## config.mk

```make
export PLATFORM = sky130hd
export DESIGN_NAME = sata_oob_host_ctrl
export DESIGN_NICKNAME = d
export VERILOG_FILES = /design/src/rtl/sata_oob_pkg.sv /design/src/rtl/sata_oob_timer.sv /design/src/rtl/sata_oob_host_ctrl.sv
export SDC_FILE = /design/constraint.sdc
export NUM_CORES = 1
export LEC_CHECK = 0
export ABC_AREA = 1
export CAP_MARGIN = 10
export CORE_MARGIN = 5
export CORE_UTILIZATION = 30
export CTS_BUF_LIST = sky130_fd_sc_hd__clkbuf_8
export CTS_CLUSTER_DIAMETER = 30
export DETAILED_ROUTE_END_ITERATION = 16
export GPL_ROUTABILITY_DRIVEN = 1
export GPL_TIMING_DRIVEN = 0
export HOLD_SLACK_MARGIN = 0.03
export SYNTH_ARGS = -nofsm -noshare
export SYNTH_HDL_FRONTEND = slang
export SYNTH_HIERARCHICAL = 1
export SYNTH_SLANG_ARGS = --single-unit
export TNS_END_PERCENT = 30
```

## constraint.sdc

```tcl
create_clock -name clk -period 3.7 [get_ports clk]
set_input_delay 0.37 -clock clk [delete_from_list [all_inputs] [get_ports clk]]
set_output_delay 0.37 -clock clk [all_outputs]
set_load 0.01 [all_outputs]
```

## src/rtl/sata_oob_pkg.sv

```systemverilog
// Shared SATA OOB definitions: FSM state encoding, timeout cycle arithmetic
// and retry counter width, reused by the host controller, coder and detector.
package sata_oob_pkg;

    typedef enum logic [3:0] {
        IDLE,
        RST_SEND,
        RST_WAIT,
        INIT_WAIT,
        WAKE_SEND,
        WAKE_WAIT,
        DEV_WAKE,
        ALIGN_WAIT,
        LINKUP
    } oob_state_t;

    localparam int RETRY_W = 8;

    // Bit positions of the two timeout flags reported by sata_oob_timer.
    localparam int TMO_INIT  = 0;
    localparam int TMO_ALIGN = 1;

    // Rounded cycle count for a timeout given in microseconds at a kHz clock.
    function automatic int unsigned tmo_cycles(input int unsigned clkfreq_khz,
                                               input int unsigned tmo_us);
        longint unsigned prod;
        prod = 64'(clkfreq_khz) * 64'(tmo_us) + 64'd500;
        return 32'(prod / 64'd1000);
    endfunction

endpackage

```

## src/rtl/sata_oob_timer.sv

```systemverilog
// Single shared OOB timeout counter; one expiry flag per configured limit,
// each raised when the count reaches that limit minus one.
module sata_oob_timer import sata_oob_pkg::*; #(
    parameter int unsigned LIMIT_INIT  = 100,
    parameter int unsigned LIMIT_ALIGN = 88
) (
    input  logic       clk,
    input  logic       reset,
    input  logic       clear,
    input  logic       run,
    output logic [1:0] expired
);

    localparam int unsigned MAX_LIMIT = (LIMIT_INIT > LIMIT_ALIGN) ? LIMIT_INIT : LIMIT_ALIGN;
    localparam int W = (MAX_LIMIT > 1) ? $clog2(MAX_LIMIT) : 1;

    logic [W-1:0] count;

    always_ff @(posedge clk or posedge reset) begin
        if (reset) begin
            count <= '0;
        end else if (clear) begin
            count <= '0;
        end else if (run) begin
            count <= count + W'(1);
        end
    end

    always_comb begin
        expired            = '0;
        expired[TMO_INIT]  = (count == W'(LIMIT_INIT - 1));
        expired[TMO_ALIGN] = (count == W'(LIMIT_ALIGN - 1));
    end

endmodule

```

## src/rtl/sata_oob_host_ctrl.sv

```systemverilog
// SATA host OOB sequencer: COMRESET/COMINIT, COMWAKE handshake and ALIGN
// lock, with timeout retries and device-initiated reset handling.
module sata_oob_host_ctrl import sata_oob_pkg::*; #(
    parameter int unsigned CLKFREQ     = 100_000,
    parameter int unsigned INITTMO_US  = 10_000,
    parameter int unsigned ALIGNTMO_US = 880
) (
    input  logic               reset,
    input  logic               clk,
    input  logic               enable,
    input  logic               coder_ready,
    output logic               coder_cominit,
    output logic               coder_comwake,
    output logic               oobfinish,
    input  logic               rx_cominit,
    input  logic               rx_comwake,
    input  logic               rx_align,
    output logic               tx_align,
    output logic               link_up,
    output logic [RETRY_W-1:0] retry_cnt
);

    localparam int unsigned INIT_LIMIT  = tmo_cycles(CLKFREQ, INITTMO_US);
    localparam int unsigned ALIGN_LIMIT = tmo_cycles(CLKFREQ, ALIGNTMO_US);

    oob_state_t         state;
    oob_state_t         state_next;
    logic               first;
    logic               timeout_hit;
    logic [RETRY_W-1:0] retry_next;
    logic               oobfinish_next;
    logic               tx_align_next;
    logic               link_up_next;
    logic               timer_clear;
    logic               timer_run;
    logic [1:0]         expired;

    sata_oob_timer #(
        .LIMIT_INIT  (INIT_LIMIT),
        .LIMIT_ALIGN (ALIGN_LIMIT)
    ) u_timer (
        .clk     (clk),
        .reset   (reset),
        .clear   (timer_clear),
        .run     (timer_run),
        .expired (expired)
    );

    always_ff @(posedge clk or posedge reset) begin
        if (reset) begin
            state     <= IDLE;
            first     <= 1'b0;
            retry_cnt <= '0;
            oobfinish <= 1'b0;
            tx_align  <= 1'b0;
            link_up   <= 1'b0;
        end else begin
            state     <= state_next;
            first     <= (state_next != state);
            retry_cnt <= retry_next;
            oobfinish <= oobfinish_next;
            tx_align  <= tx_align_next;
            link_up   <= link_up_next;
        end
    end

    // enable=0 beats a device COMINIT, which beats everything state-specific;
    // command pulses are only raised on the non-preempted paths.
    always_comb begin
        state_next    = state;
        coder_cominit = 1'b0;
        coder_comwake = 1'b0;
        timeout_hit   = 1'b0;
        retry_next    = retry_cnt;

        if (!enable) begin
            state_next = IDLE;
        end else if (rx_cominit && (state inside {WAKE_SEND, WAKE_WAIT, DEV_WAKE, ALIGN_WAIT, LINKUP})) begin
            state_next = RST_SEND;
        end else begin
            case (state)
                IDLE: state_next = RST_SEND;
                RST_SEND: begin
                    if (coder_ready) begin
                        coder_cominit = 1'b1;
                        state_next    = RST_WAIT;
                    end
                end
                RST_WAIT: if (!first && coder_ready) state_next = INIT_WAIT;
                INIT_WAIT: begin
                    if (rx_cominit) begin
                        state_next = WAKE_SEND;
                    end else if (expired[TMO_INIT]) begin
                        state_next  = RST_SEND;
                        timeout_hit = 1'b1;
                    end
                end
                WAKE_SEND: begin
                    if (coder_ready) begin
                        coder_comwake = 1'b1;
                        state_next    = WAKE_WAIT;
                    end
                end
                WAKE_WAIT: if (!first && coder_ready) state_next = DEV_WAKE;
                DEV_WAKE: begin
                    if (rx_comwake) begin
                        state_next = ALIGN_WAIT;
                    end else if (expired[TMO_INIT]) begin
                        state_next  = RST_SEND;
                        timeout_hit = 1'b1;
                    end
                end
                ALIGN_WAIT: begin
                    if (rx_align) begin
                        state_next = LINKUP;
                    end else if (expired[TMO_ALIGN]) begin
                        state_next  = RST_SEND;
                        timeout_hit = 1'b1;
                    end
                end
                LINKUP:  state_next = LINKUP;
                default: state_next = IDLE;
            endcase
        end

        if (timeout_hit && (retry_cnt != '1)) retry_next = retry_cnt + RETRY_W'(1);
        if ((state_next == LINKUP) && (state != LINKUP)) retry_next = '0;

        oobfinish_next = (state_next inside {ALIGN_WAIT, LINKUP});
        tx_align_next  = (state_next == LINKUP);
        link_up_next   = (state_next == LINKUP);
        timer_clear    = (state_next != state);
        timer_run      = (state inside {INIT_WAIT, DEV_WAKE, ALIGN_WAIT});
    end

endmodule

```

==> flow_summary_export.csv <==
group,metric,value,unit
grt,overflow,0,
floorplanning,die_area,10000,um^2
synthesis,syn_nets,363,
finish,finalCoreUtilization,0.367,
drt,routed_wl,5540,um
synthesis,synthSimpleGateAreaFrac,0.459,
drt,dr.pass1.iters,4,
placed_design,dp.cells,474,
synthesis,synthCells,354,
floorplanning,start_util,0.312,
synthesis,synth.avg_cell_area,6.88,um^2
synthesis,syn_area,2430,um^2
sta,max_freq,0.301,GHz
finish,drive_gt1_frac,0.139,
cts,clockBufferDepth,2,
placed_design,place.gp.congestion,0.873,
setup_path,path_class,"reg -> reg",
cts,cts_buffers,5,
sta,final-max-slew-violation-count,0,
placed_design,post-dp-hpwl,4220,um
synthesis,synth_top_family_by_area,"simple AND/OR/NAND/NOR gates",
sta,final.setup_skew,0.0126,ns
drt,wl_met3,220,um
finish,stdcell_count,482,
drt,ant_nets,0,
cts,cts_tree,"yes",
drt,first_iter_violations,95,
floorplanning,core,7810,um^2
cts,clk_pin_slew,0.09,ns
synthesis,async_reset_ff_frac,1.00,
placed_design,io_buffers,18,
cts,h-tree-depth,2,
grt,grt_antenna_before_repair,0,
setup_path,r2r-start,"u_timer/count[0]",
status,status,"completed",
setup_path,crit_path_start_kind,"flip-flop",
synthesis,synth_warnings,6,
synthesis,synth_top_area_cell,"dfrtp_1",
floorplanning,die_w,100,um
sta,finalHoldViolations,0,
synthesis,synth_adder_area_share,0.0103,
sta,tightest_slew,0.811,ns
cts,clock-root-buffer,"clkbuf_8",
synthesis,ys.flop_type,"dfrtp_1",
sta,setup_total_negative_slack,0,ns
grt,grt_pass1_wl,9730,um
synthesis,synth-seq-cells,35,
setup_path,reg2reg_setup_slack,0.38,ns
sta,maxSlewHeadroom,0.459,
drt,vias_per_cell,4.74,
synthesis,yosys-top-cells-count,"87 x nand2_1, 50 x nor2_1, 46 x nand3_1",
drt,drc_errors,0,
sta,setup_ws,0.378,ns
grt,grt_max_degree,21,
drt,highest_layer,"met4",
synthesis,synth_cell_types,27,
worst_hold_path,hold_path.class,"in -> async",
placed_design,dp_slack,0.204,ns
finish,multi_input_area,1350,um^2
finish,finish.net_count,388,
drt,drt-wirelength-per-cell,11.5,um
synthesis,synth_compound_area_frac,0.0555,
sta,finalCritPeriodShare,0.898,
floorplanning,std_cell_rows,32,
setup_path,cp.required,3.89,ns
power_and_ir_drop,power_density,310,nW/um^2
setup_path,worstRegToRegCells,22,
grt,grt_pass1_vias,2205,
synthesis,synth_top_area_frac,0.360,
setup_path,critPathMaxFanout,7,
cts,insertion_delay,0.30,ns
finish,n_fill_cell,814,
synthesis,synth_xor_area_frac,0.0252,
synthesis,yosysMostFrequentCell,"nand2_1",
synthesis,synth_top_cells_by_area,"dfrtp_1 36%, nand2_1 13%, nand3_1 9.5%",
finish,ff_latch_area,876,um^2
setup_path,crit_start,"u_timer/count[0]",
setup_path,crit-reg2reg-capture,"u_timer/count[19]",
power_and_ir_drop,ir_worst_vdd,0.000180,V
floorplanning,io_pins,20,
setup_path,cp-endpoint,"u_timer/count[19]",
floorplanning,fp.dieH,100,um
finish,syn_to_final_growth,17.8,%
sta,post-route-min-period,3.32,ns
finish,n_antenna_cell,0,
power_and_ir_drop,leakage,1.33,nW
drt,vias,2285,
drt,wl_met1,2630,um
setup_path,worstPathArrival,3.51,ns
synthesis,seq_area_frac_synth,0.360,
sta,setup_violations,0,
synthesis,synth-edff-count,0,
drt,met2_length,2600,um
setup_path,crit_path_end_kind,"flip-flop",
cts,cts_sinks,35,
job,drv_cap,0,
grt,grtUsageTotal,0.118,
synthesis,synth_mux_area_frac,0,
==> cell type report <==
cell class / count / area share
plain buffers: 5 / 0.0122
clock buffers: 5 / 0.0240
clock inverters: 3 / 0.0153
inverters: 49 / 0.0641
multi-input cells: 265 / 0.472
flip-flops and latches: 35 / 0.305
well taps: 102 / 0.0445
repair buffers: 18 / 0.0628
==> sequential cells by signal, summed over array words and instances (netlist names) <==
signal / flops
u_timer/count: 20
retry_cnt: 8
state: 4
first: 1
link_up: 1
oobfinish: 1
==> routing by layer <==
layer,vias up,track usage
met1,1055,0.147
met2,38,0.199
met3,10,0.0347
met5,-,0
li1,1182,-
met4,0,0.0352
==> worst max-delay path, stage by stage, from the launching register on <==
cell	delay, ns
dfrtp_1	0.41
ha_1	0.22
nand2_1	0.09
nor2_2	0.19
nand2_1	0.15
nor4_2	0.39
inv_1	0.16
nand2_1	0.11
nand2_1	0.05
nand2_1	0.06
nand2_1	0.04
nor2_1	0.08
nand2_1	0.10
nand3_1	0.10
nand2_1	0.06
nand2_1	0.05
nand3_1	0.20
nor2_4	0.30
inv_2	0.13
nand3_1	0.11
nor2_1	0.06
a21oi_1	0.11
nor2_1	0.06
==> logic make-up after synthesis <==
family / after synthesis
AND/OR/NAND/NOR: 234
buffers and inverters: 54
flip-flops: 35
AO/OA/AOI/OAI: 22
XOR/XNOR: 7
adder cells (fa/ha/maj): 2
==> cell usage in the layout (no fill, tap or decap), drive strengths merged <==
cell type	netlist	final
o21bai	2	2
nor2	66	66
xor2	3	3
nor3	4	4
dfrtp	35	35
nand4	15	15
a21oi	10	10
clkbuf	1	6
inv	49	49
clkinv	0	2
xnor2	4	4
ha	2	2
nand2	97	97
nand3	50	50
o211ai	1	1
buf	4	4
bufinv	0	1
o21ai	9	9
clkdlybuf4s50	0	18
nor4	2	2
==> metrics by stage <==
step | instance area, um^2 | power [mW] | hold slack, ns
3_3_place_gp | 2740 | 0.542 | 0.498
5_1_grt | 2870 | 0.937 | 0.511
4_1_cts | 2860 | 0.901 | 0.478
6_report | 2870 | 0.889 | 0.443
3_5_place_dp | 2740 | 0.544 | 0.513
2_1_floorplan | 2430 | 0.503 | 0.271
==> how the worst min path moves through the flow <==
stage                             endpoint  depth (start not counted)  slack [ns]
after floorplan                      first                          1        0.27
after global placement    u_timer/count[5]                          1        0.50
after detailed placement  u_timer/count[5]                          1        0.51
after CTS                     retry_cnt[0]                          2        0.48
after global routing          retry_cnt[1]                          2        0.51
final                         retry_cnt[2]                          2        0.44
==> power by group <==
| part | switching [mW] | internal (mW) | total (mW) | leakage (nW) |
|---|---|---|---|---|
| Clock | 0.156 | 0.201 | 0.356 | 0.0581 |
| Sequential | 0.00676 | 0.389 | 0.396 | 0.484 |
| Combinational | 0.0983 | 0.0391 | 0.137 | 0.792 |
| Total | 0.261 | 0.629 | 0.889 | 1.33 |
==> timing repair <==
item	4_1_cts	5_1_grt
buffers inserted	0	0
resized for setup	0	2
hold buffers	0	0
endpoints found under the setup margin	0	12
(Power assumes the default switching activity.)
